### src/rtl/flow_pkg.sv
// flow_pkg: shared constants, address type and popcount helper for the flow pipe sequencer
package flow_pkg;
    localparam int FLOW_DEPTH_DEF = 3;
    localparam int FLOW_AW_DEF = 2;
    typedef logic [FLOW_AW_DEF-1:0] flow_addr_t;
    function automatic int unsigned popcount(input logic [31:0] x);
        int unsigned n = 0;
        for (int i = 0; i < 32; i++) n += {31'b0, x[i]};
        return n;
    endfunction
endpackage

### src/rtl/flow_pipe_sequencer_if.sv
// flow_pipe_sequencer_if: valid/ready, flush, stage-load and capture-RAM write signals
// Stall_cnt exists only when STALL_CNT_EN is defined.
interface flow_pipe_sequencer_if #(
    parameter int DEPTH = 3,
    parameter int AW = 2,
    parameter int CW = 2
);
    logic Valid_i, Ready_o, Flush_i, Valid_o, Ready_i, Wr_en;
    logic [DEPTH-1:0] LD;
    logic [AW-1:0] Wr_addr;
    logic [CW-1:0] Count;
`ifdef STALL_CNT_EN
    logic [15:0] Stall_cnt;
`endif
    modport master (
        output Valid_i, Flush_i, Ready_i,
        input Ready_o, Valid_o, LD, Wr_en, Wr_addr, Count
`ifdef STALL_CNT_EN
        , Stall_cnt
`endif
    );
    modport slave (
        input Valid_i, Flush_i, Ready_i,
        output Ready_o, Valid_o, LD, Wr_en, Wr_addr, Count
`ifdef STALL_CNT_EN
        , Stall_cnt
`endif
    );
endinterface

### src/rtl/flow_wr_addr_gen.sv
// flow_wr_addr_gen: wrapping capture-RAM write address, advanced once per enabled cycle
module flow_wr_addr_gen #(
    parameter int AW = 2
) (
    input  logic          CLK,
    input  logic          RESET_n,
    input  logic          en,
    output logic [AW-1:0] addr
);
    always_ff @(posedge CLK) begin
        if (!RESET_n) addr <= '0;
        else if (en) addr <= addr + 1'b1;
    end
endmodule

### src/rtl/flow_pipe_sequencer.sv
// flow_pipe_sequencer: bubble-collapsing stage-valid tracker and load-enable generator for a DFF chain
// Define STALL_CNT_EN to add the saturating Stall_cnt output.
module flow_pipe_sequencer
    import flow_pkg::*;
#(
    parameter int DEPTH = FLOW_DEPTH_DEF,
    parameter int AW = FLOW_AW_DEF,
    parameter int CW = 2
) (
    input logic CLK,
    input logic RESET_n,
    flow_pipe_sequencer_if.slave bus
);
    logic [DEPTH-1:0] v, acc, ld, out;
    logic [AW-1:0] wr_addr;
    logic live;
    assign live = RESET_n & !bus.Flush_i;
    // acc[k]: stage k can take a new item this cycle (empty, or everything ahead moves)
    assign acc[DEPTH-1] = !v[DEPTH-1] | bus.Ready_i;
    assign out[DEPTH-1] = bus.Ready_i;
    assign ld[0] = bus.Valid_i & acc[0] & live;
    genvar k;
    for (k = 0; k < DEPTH-1; k++) begin : g_chain
        assign acc[k] = !v[k] | acc[k+1];
        assign out[k] = acc[k+1];
        assign ld[k+1] = v[k] & acc[k+1] & live;
    end
    always_ff @(posedge CLK) begin
        v <= live ? (ld | (v & ~out)) : '0;
    end
    assign bus.Ready_o = acc[0] & live;
    assign bus.LD = ld;
    assign bus.Valid_o = v[DEPTH-1];
    assign bus.Wr_en = v[DEPTH-1] & bus.Ready_i & RESET_n;
    assign bus.Count = CW'(popcount(32'(v)));
    assign bus.Wr_addr = wr_addr;
    flow_wr_addr_gen #(.AW(AW)) u_wr_addr (
        .CLK(CLK),
        .RESET_n(RESET_n),
        .en(bus.Wr_en),
        .addr(wr_addr)
    );
`ifdef STALL_CNT_EN
    logic [15:0] stall_cnt;
    always_ff @(posedge CLK) begin
        if (!RESET_n) stall_cnt <= '0;
        else if (bus.Valid_o & !bus.Ready_i & ~&stall_cnt) stall_cnt <= stall_cnt + 16'd1;
    end
    assign bus.Stall_cnt = stall_cnt;
`endif
endmodule
### src/flat_wrapper.sv
// flat-port wrapper written by rule: the top's interface ports become plain ports
module flow_pipe_sequencer_flat import flow_pkg::*;
#(
    parameter int DEPTH = FLOW_DEPTH_DEF,
    parameter int AW = FLOW_AW_DEF,
    parameter int CW = 2
)
  (CLK, RESET_n, bus_Valid_i, bus_Flush_i, bus_Ready_i, bus_Ready_o, bus_Valid_o, bus_LD, bus_Wr_en, bus_Wr_addr, bus_Count);
  flow_pipe_sequencer_if #(.DEPTH(DEPTH), .AW(AW), .CW(CW)) bus_i ();
  input logic CLK;
  input logic RESET_n;
  input wire logic [$bits(bus_i.Valid_i)-1:0] bus_Valid_i;
  input wire logic [$bits(bus_i.Flush_i)-1:0] bus_Flush_i;
  input wire logic [$bits(bus_i.Ready_i)-1:0] bus_Ready_i;
  output wire logic [$bits(bus_i.Ready_o)-1:0] bus_Ready_o;
  output wire logic [$bits(bus_i.Valid_o)-1:0] bus_Valid_o;
  output wire logic [$bits(bus_i.LD)-1:0] bus_LD;
  output wire logic [$bits(bus_i.Wr_en)-1:0] bus_Wr_en;
  output wire logic [$bits(bus_i.Wr_addr)-1:0] bus_Wr_addr;
  output wire logic [$bits(bus_i.Count)-1:0] bus_Count;
  assign bus_i.Valid_i = bus_Valid_i;
  assign bus_i.Flush_i = bus_Flush_i;
  assign bus_i.Ready_i = bus_Ready_i;
  assign bus_Ready_o = bus_i.Ready_o;
  assign bus_Valid_o = bus_i.Valid_o;
  assign bus_LD = bus_i.LD;
  assign bus_Wr_en = bus_i.Wr_en;
  assign bus_Wr_addr = bus_i.Wr_addr;
  assign bus_Count = bus_i.Count;
  flow_pipe_sequencer #(.DEPTH(DEPTH), .AW(AW), .CW(CW)) u_core (.CLK(CLK), .RESET_n(RESET_n), .bus(bus_i));
endmodule
### config.mk
export PLATFORM = sky130hd
export DESIGN_NAME = flow_pipe_sequencer_flat
export DESIGN_NICKNAME = d
export VERILOG_FILES = /design/src/rtl/flow_pkg.sv /design/src/rtl/flow_pipe_sequencer_if.sv /design/src/rtl/flow_wr_addr_gen.sv /design/src/rtl/flow_pipe_sequencer.sv /design/src/flat_wrapper.sv
export SDC_FILE = /design/constraint.sdc
export NUM_CORES = 1
export LEC_CHECK = 0
export CAP_MARGIN = 20
export CORE_AREA = 10 10 47 49
export CTS_CLUSTER_DIAMETER = 120
export DETAILED_ROUTE_END_ITERATION = 8
export DIE_AREA = 0 0 57 59
export PLACE_DENSITY = 0.5
export SYNTH_ARGS = -nofsm -noshare
export SYNTH_HDL_FRONTEND = slang
export SYNTH_SLANG_ARGS = --single-unit
### constraint.sdc
create_clock -name CLK -period 1.25 [get_ports CLK]
set_input_delay 0.25 -clock CLK [delete_from_list [all_inputs] [get_ports CLK]]
set_output_delay 0.25 -clock CLK [all_outputs]
set_load 0.05 [all_outputs]
==> flow_summary.json, run 1 <==
{
  "critPathKind": "flop to output pin",
  "critPathTopFamily": "adder cells",
  "min_path_cells": 3,
  "num_vias": 313,
  "place_area_um2": 571,
  "rr_worst_depth": 5,
  "ys_ff_latch": 5,
  "avgRoutedWirePerCell_um": 11.6,
  "worstMarginPinSlew_ns": 0.161,
  "io_buffers": 14,
  "areaGrowthSynthToFinish_pct": 154,
  "cts-hold-fix-buffers": 0,
  "tritoncts": "built",
  "layout_min_cycle_time_ns": 1.54,
  "crit_start": "u_core.v[1]",
  "grt_usage": 0.0530,
  "pin_count": 15,
  "grt_setup_unrepaired": "yes",
  "cts-buffers-inserted": 3,
  "critPathCaptureType": "output pin",
  "place_ws_ns": -0.301,
  "synth_top_family_by_area": "simple AND/OR/NAND/NOR gates",
  "gp_congestion": 0.719,
  "cts-root-buf": "clkbuf_4",
  "synthCells": 29,
  "finalPower_uw": 446,
  "layout_commonest_cell": "buf_12",
  "max_stage_delay_ns": 0.58,
  "seq_area_frac_synth": 0.379,
  "placementRows": 14,
  "critical_path.reg2reg.endpoint": "u_core.u_wr_addr.addr[0]",
  "num-nets-final": 65,
  "outcome": "finished with violations",
  "dieArea_um2": 3360,
  "stdcell_area_um2": 671,
  "ctsHtreeMaxLevel": 1,
  "start_kind": "flop",
  "maxSlewHeadroom": 0.893,
  "fmax_mhz": 650,
  "fill_cells": 141,
  "slew_viol_final": 0,
  "drc_errors": 0,
  "synthMuxAreaShare": 0.0379,
  "n_antenna_cell": 0,
  "worstSkewPairLatency_ns": 0.24,
  "drive_gt1_frac": 0.603,
  "die_h_um": 59,
  "die_w_um": 57,
  "synthAdderAreaFrac": 0.0758,
  "grt_max_degree": 9,
  "hold_path.class": "primary input to flop",
  "grt_pass1_wl_mm": 1.40,
  "critPathBufInv": 1,
  "hp-start": "bus_Flush_i",
  "whs_endpoint": "u_core.v[1]",
  "cp.depth": 2,
  "drt_iter0_markers": 1,
  "worstPathRequired_ns": 1.00,
  "synthDistinctLibCells": 17,
  "vdd_drop_max_v": 0.000411,
  "cpMaxStageDelayCell": "fa_2",
  "viasPerCell": 4.23,
  "layout_common_cells": "buf_12, buf_4, and3_4, buf_6",
  "grt_pass1_vias": 326,
  "ant_nets": 0,
  "hold_viol_final": 0,
  "syn_avg_cell_area_um2": 9.10,
  "fin_cells": 74,
  "grt_overflow": 0,
  "setup_slack_ns": -0.288,
  "synth-xor-area-share": 0,
  "cp.arrival_ns": 1.29,
  "netlist_area_um2": 264,
  "synth_compound_area_frac": 0.114,
  "clockBufferDepth": 2,
  "crit-reg2reg-launch": "u_core.v[2]",
  "cts_sinks": 5,
  "start_util": 0.188,
  "p_leak_nw": 0.294,
  "yosysWarnings": 0,
  "antenna_found_initial": 0,
  "drv_cap": 0,
  "setup_violations": 7,
  "ff2ff_setup_slack_ns": 0.12,
  "cp_max_fo": 2,
  "crit_path_cell_trace": "fa_2 -> buf_12",
  "yosys.area_share.simple": 0.351,
  "dp.cells": 66,
  "routed_wl_um": 859,
  "path_clk_slew_ns": 0.05,
  "core_area_um2": 1400,
  "fin_skew_ns": 0.00394,
  "syn_nets": 35,
  "drt_pass1_iterations": 2,
  "power_density_nw_per_um2": 665,
  "violations": "negative setup slack",
  "min_period_over_period": 1.23
}
-- layout make-up --
type | count | area, um2 | area share
Sequential cell | 5 | 106 | 0.159
Timing Repair Buffer | 25 | 322 | 0.479
Tap cell | 16 | 20.0 | 0.0299
Clock buffer | 4 | 26.3 | 0.0392
Inverter | 3 | 11.3 | 0.0168
Multi-Input combinational cell | 21 | 185 | 0.276
-- synthesized netlist by cell type --
cell / number / share of area
a21boi_0: 1 / 0.028
a21oi_1: 3 / 0.057
and2_1: 1 / 0.024
and2b_1: 1 / 0.028
and3_1: 3 / 0.071
and3_2: 1 / 0.028
and3b_1: 1 / 0.033
dfxtp_1: 5 / 0.38
fa_1: 1 / 0.076
inv_1: 3 / 0.043
mux2i_1: 1 / 0.038
nand2_1: 1 / 0.014
nand2b_1: 3 / 0.071
nand3_1: 1 / 0.019
nand3b_1: 1 / 0.028
nand4b_1: 1 / 0.033
o21a_1: 1 / 0.028
-- metrics by stage --
| stage | utilization | setup TNS [ns] | hold WS [ns] |
|---|---|---|---|
| after floorplan | - | -0.126 | 0.367 |
| after global placement | 0.407 | -1.42 | 0.499 |
| after detailed placement | 0.407 | -1.47 | 0.500 |
| after CTS | 0.448 | -1.41 | 0.440 |
| after global routing | 0.479 | -1.44 | 0.476 |
| final | 0.479 | -1.15 | 0.443 |
-- worst min-delay path, stage by stage --
cell           delay, ns
dlygate4sd2_1       0.20
nand2b_1            0.15
a21oi_1             0.05
-- per-layer routing --
layer	GRT usage	part of all wire	routed length, um	vias up
li1	-	-	-	163
met1	0.0472	0.41	354	144
met2	0.0961	0.54	464	6
met3	0.0193	0.047	40	0
met4	0.0403	0	0	0
met5	0	0	0	-
-- worst max path at each step --
| stage | endpoint |
|---|---|
| after floorplan | bus_Count[0] |
| after global placement | bus_LD[2] |
| after detailed placement | bus_LD[2] |
| after CTS | bus_Count[0] |
| after global routing | bus_Count[0] |
| final | bus_Count[0] |
-- power by group --
part	leakage [nW]	total, mW	internal [mW]	switching [mW]
clock network	0.0150	0.188	0.121	0.0672
registers	0.0422	0.163	0.161	0.00286
logic	0.237	0.0943	0.0504	0.0439
total	0.294	0.446	0.332	0.114
-- cell families (layout without fill, tap and decap cells) --
kind of cell	count (synthesis)	count (layout)
and+or+nand+nor	14	14
adders and majority gates	1	1
muxes	1	1
AOI/OAI and AO/OA	5	5
buffers and inverters	3	32
DFF	5	5
-- state kept, by name, indices dropped and copies added, names as in the netlist --
signal,flops
u_core.v,3
u_core.u_wr_addr.addr,2
-- what timing repair did --
item	CTS	global route
setup endpoints to repair	8	8
gates resized for setup	12	4
setup buffers	0	4
pin swaps	2	6
No activity file was read; power rests on OpenSTA's default activity.
==> run 2: changes to the inputs <==
REMOVE_ABC_BUFFERS = 1   (was default)
==> flow_summary.json, run 2 (synthesis gave the netlist of run 1 again) <==
{
  "outcome": "finished with violations",
  "violations": "negative setup slack",
  "avgRoutedWirePerCell_um": 11.8,
  "critical_path.reg2reg.endpoint": "u_core.u_wr_addr.addr[0]",
  "dp.cells": 65,
  "cp.arrival_ns": 1.28,
  "finalPower_uw": 450,
  "maxSlewHeadroom": 0.882,
  "layout_min_cycle_time_ns": 1.53,
  "intPower_uw": 334,
  "cts-buffers-inserted": 3,
  "grt_usage": 0.0548,
  "pin_count": 15,
  "min_period_over_period": 1.23,
  "num_vias": 296,
  "placementRows": 14,
  "crit-reg2reg-launch": "u_core.v[2]",
  "layout_commonest_cell": "buf_12",
  "setup_violations": 7,
  "multiInputGateArea_um2": 185,
  "worstPathRequired_ns": 1.00,
  "fin_util": 0.445,
  "cp_max_fo": 2,
  "place_hpwl_um": 675,
  "areaGrowthSynthToFinish_pct": 136,
  "crit_start": "u_core.v[2]",
  "p_sw_uw": 116,
  "critPathTopFamily": "adder cells",
  "routed_wl_um": 811,
  "ctsHtreeMaxLevel": 1,
  "path_clk_slew_ns": 0.05,
  "n_antenna_cell": 0,
  "critPathKind": "flop to output pin",
  "die_w_um": 57,
  "ant_nets": 0,
  "whs_ns": 0.447,
  "tritoncts": "built",
  "hp-start": "bus_Flush_i",
  "hold_viol_final": 0,
  "largest_reg_flops": 3,
  "layout_common_cells": "buf_12, buf_4, and3_4",
  "regArea_um2": 104,
  "dieArea_um2": 3360,
  "hold_path.class": "primary input to flop",
  "setup_slack_ns": -0.284,
  "drive_gt1_frac": 0.566,
  "gp_congestion": 0.719,
  "clockBufferDepth": 2,
  "setup-tns-final_ns": -1.23,
  "cts-root-buf": "clkbuf_4",
  "grt_pass1_vias": 347,
  "grt_overflow": 0,
  "vdd_drop_max_v": 0.000381,
  "ff2ff_setup_slack_ns": 0.22,
  "seq_power_share": 0.365,
  "largest_register": "u_core.v",
  "slew_viol_final": 0,
  "power_density_nw_per_um2": 723,
  "worstMarginPinSlew_ns": 0.177,
  "crit_path_end": "bus_Count[0]",
  "drt_pass1_iterations": 2,
  "fill_cells": 149,
  "grt_setup_unrepaired": "yes",
  "critPathCaptureType": "output pin",
  "pwr-share-comb": 0.212,
  "critPathBufInv": 1,
  "max_stage_delay_ns": 0.59,
  "cpMaxStageDelayCell": "fa_2",
  "rr_worst_depth": 4,
  "fin_cells": 69,
  "crit_path_cell_trace": "fa_2 -> buf_12",
  "antenna_found_initial": 0,
  "num-nets-final": 60,
  "io_buffers": 14,
  "viasPerCell": 4.29,
  "grt_pass1_wl_mm": 1.43,
  "switching_share": 0.258,
  "drc_errors": 0,
  "largest_registers": "u_core.v (3), u_core.u_wr_addr.addr (2)",
  "die_h_um": 59,
  "fmax_mhz": 652,
  "p_leak_nw": 0.271,
  "fin_skew_ns": 0.00666,
  "start_util": 0.188,
  "start_kind": "flop",
  "stdcell_area_um2": 623,
  "drt_iter0_markers": 2,
  "grt_max_degree": 6,
  "place_ws_ns": -0.323,
  "worstSkewPairLatency_ns": 0.24,
  "cp.depth": 2,
  "p_clk_frac": 0.423,
  "core_area_um2": 1400,
  "place_area_um2": 557,
  "cts_sinks": 5,
  "drv_cap": 0
}
run 2: how the worst min path moves through the flow:
stage,endpoint,slack (ns),cells past startpoint
after floorplan,u_core.u_wr_addr.addr[0],0.37,1
after global placement,u_core.u_wr_addr.addr[1],0.50,2
after detailed placement,u_core.u_wr_addr.addr[1],0.51,2
after CTS,u_core.v[0],0.44,3
after global routing,u_core.v[1],0.50,3
final,u_core.v[1],0.45,3
run 2: repair_timing:
action | in CTS | in global routing
setup buffers | 0 | 0
gates cloned | 0 | 0
resized for setup | 16 | 0
setup endpoints to repair | 8 | 8
hold buffers | 0 | 0
pin swaps | 3 | 1
run 2: layout make-up:
cell class,instances,area share
Clock buffer,4,0.0422
Inverter,3,0.0181
Multi-Input combinational cell,21,0.297
Sequential cell,5,0.167
Tap cell,16,0.0321
Timing Repair Buffer,20,0.444
run 2: worst register-to-register path, delay by kind of cell, from the launching register on:
kind            cells  cell delay (ns)
flops               1             0.32
buf+inv             2             0.28
simple gates        1             0.17
compound gates      1             0.16
run 2: power groups by stage:
stage	clock network [mW]	logic [mW]	registers, mW
2_1_floorplan	0	0.0354	0.169
3_3_place_gp	0	0.0921	0.167
3_5_place_dp	0	0.0925	0.167
4_1_cts	0.196	0.0958	0.164
5_1_grt	0.206	0.102	0.165
6_report	0.191	0.0953	0.164
run 2: per-layer routing:
metal / part of all wire / vias to the layer above / track usage
li1: - / 149 / -
met1: 0.38 / 134 / 0.0450
met2: 0.47 / 11 / 0.0868
met3: 0.15 / 2 / 0.0451
met4: 0.0049 / 0 / 0.0403
met5: 0 / - / 0
==> run 3: changes to the inputs <==
HOLD_SLACK_MARGIN = 0.08   (was default)
==> results of run 3 <==
The final DEF is identical to that of run 2; final timing and power are the same.
==> patch, RTL diff (settings of run 1) <==
`CW` is set to 2 in 3 places; all go to 1.
--- a/src/rtl/flow_pipe_sequencer_if.sv
+++ b/src/rtl/flow_pipe_sequencer_if.sv
@@ -4,5 +4,5 @@
     parameter int DEPTH = 3,
     parameter int AW = 2,
-    parameter int CW = 2
+    parameter int CW = 1
 );
     logic Valid_i, Ready_o, Flush_i, Valid_o, Ready_i, Wr_en;
--- a/src/rtl/flow_pipe_sequencer.sv
+++ b/src/rtl/flow_pipe_sequencer.sv
@@ -6,5 +6,5 @@
     parameter int DEPTH = FLOW_DEPTH_DEF,
     parameter int AW = FLOW_AW_DEF,
-    parameter int CW = 2
+    parameter int CW = 1
 ) (
     input logic CLK,
--- a/src/flat_wrapper.sv
+++ b/src/flat_wrapper.sv
@@ -4,5 +4,5 @@
     parameter int DEPTH = FLOW_DEPTH_DEF,
     parameter int AW = FLOW_AW_DEF,
-    parameter int CW = 2
+    parameter int CW = 1
 )
   (CLK, RESET_n, bus_Valid_i, bus_Flush_i, bus_Ready_i, bus_Ready_o, bus_Valid_o, bus_LD, bus_Wr_en, bus_Wr_addr, bus_Count);
Interface: changed (resized bus_Count); port bits go from 15 to 14. The function was not compared with the original's and may differ.
==> patch against run 1 <==
The run still ends with negative setup slack left; worst hold slack worse by 0.020 ns; core utilization down 1.8 points; cell area down 3.7%; highest routed layer is now met4; sequential share of layout area up 0.81 points; power up 1.5%; critical endpoint is now bus_Count; die area unchanged; routed wire length down 11%; global-route usage down 0.17 points; synthesized area up 3.3%; setup slack better by 0.17 ns; count of clock-buffer cells in the layout unchanged; sequential cell count unchanged.
==> patch: results (changes against run 1) <==
- GRT Util Overall: 5.134% (-0.17 points)
- Sw Share: 26.16% (+0.59 points)
- Synth area leaders: dfxtp_1 37%, and3_1 6.9%, nand2b_1 6.9%
- Mapped Nets: 36 (+2.9%)
- Leak: 0.2651 nW (-10%)
- Drt total wl: 768 um (-11%)
- Total Nets Final: 59 (-9.2%)
- IO buf count: 13 (-1)
- GP Congestion: 0.7206 (+0.28%)
- PnR worst setup slack: -0.1146 ns (+0.1735 ns)
- Final setup vio count: 6 (-1)
- Vias in the first global route: 324 (-0.61%)
- Largest net degree at the start of global routing: 6 (-3)
- Distinct cells, synth: 18 (+1)
- Avg Inst Size Synth: 8.799 um2 (-3.3%)
- # fillers: 147 (+4.3%)
- DR iter-0 viols: 7 (+6)
- Layout cells sized above 1: 52.83% (-7.5 points)
- Placed cell count: 63 (-4.5%)
- Worst vdd ir: 0.5180 mV (+26%)
- Critical Path Fanout Max: 4 (+2)
- Worst-Margin Slew: 0.1896 ns (+0.02890 ns)
- Global-route wire length before repair: 1352 um (-3.4%)
- Reg2Reg Setup Slack: 0.23 ns (+0.11 ns)
- Status: finished, violations left
- Sequential fraction of the synthesis area: 36.70% (-1.2 points)
- Non-Filler Instances: 69 (-6.8%)
- Skew final: 0.0006939 ns (-0.003243 ns)
- Arr. time, crit path: 1.11 ns (-0.18 ns)
- Failing checks: negative setup slack
- Clock slew at reported path FFs: 0.05 ns (about the same)
## patch: changes by cell type after synthesis
cell / run 1 / this run
xnor2_1: 0 / 2
buf_6: 0 / 1
fa_1: 1 / 0
## patch: cell type report
| cell class | count | area [um2] | share of cell area [%] |
|---|---|---|---|
| multi-input cells | 22 | 210.2 | 32.56 |
| repair buffers | 19 | 270.3 | 41.86 |
| clock buffers | 4 | 26.28 | 4.070 |
| flip-flops and latches | 5 | 107.6 | 16.67 |
| inverters | 3 | 11.26 | 1.744 |
| well taps | 16 | 20.02 | 3.101 |
## patch: timing repair
| item | in CTS | in global routing |
|---|---|---|
| buffers inserted | 1 | 1 |
| setup endpoints to repair | 6 | 7 |
| hold buffers | 0 | 0 |
| gates resized for setup | 15 | 0 |
| pin swaps | 6 | 2 |
## patch: final timing paths
kind	from	end	cells after the start
max	u_core.v[1]	bus_Count	3
min	bus_Flush_i	u_core.v[2]	3
min reg2reg	u_core.u_wr_addr.addr[1]	u_core.u_wr_addr.addr[1]	2
max reg2reg	u_core.v[2]	u_core.u_wr_addr.addr[0]	4
## patch: kinds of logic after synthesis
| kind of cell | share of synthesized area (%) |
|---|---|
| muxes | 3.670 |
| xor gates and xnor gates | 6.423 |
| DFF | 36.70 |
| AOI/OAI and AO/OA | 11.01 |
| buffers and inverters | 8.256 |
| and+or+nand+nor | 33.95 |
## patch: power by group through the flow
stage               logic, mW  registers [mW]  clock network (mW)
finish                  0.100           0.161               0.191
global route            0.106           0.161               0.212
CTS                     0.101           0.161               0.195
detailed placement     0.0979           0.165                   0
global placement       0.0972           0.165                   0
floorplan              0.0407           0.168                   0
## patch: worst max-delay path, stage by stage, from the launching register on
cell and delay, ns:
dfxtp_4 0.36, xnor2_4 0.21, xnor2_4 0.14, buf_12 0.15
## patch: metal layers
layer  wire length, um  share of wire [%]  global-route usage, %
met2               373                 49                  7.907
met4                 9                1.2                  4.027
met3                63                8.2                  3.004
met1               322                 42                  4.965
met5                 0                  0                      0
## patch: per-stage QoR
stage                     setup slack [ns]  hold slack, ns  TNS [ns]  utilization [%]  instance area (um2)
after CTS                          -0.1227          0.4282   -0.5735            45.54                638.1
after global placement             -0.3137          0.5074    -1.478            40.45                566.8
after floorplan                   -0.07798          0.3675  -0.08147                -                307.8
after detailed placement           -0.3164          0.5112    -1.506            40.45                566.8
final                              -0.1146          0.4228   -0.4732            46.07                645.6
after global routing               -0.1908          0.4459   -0.8358            46.07                645.6
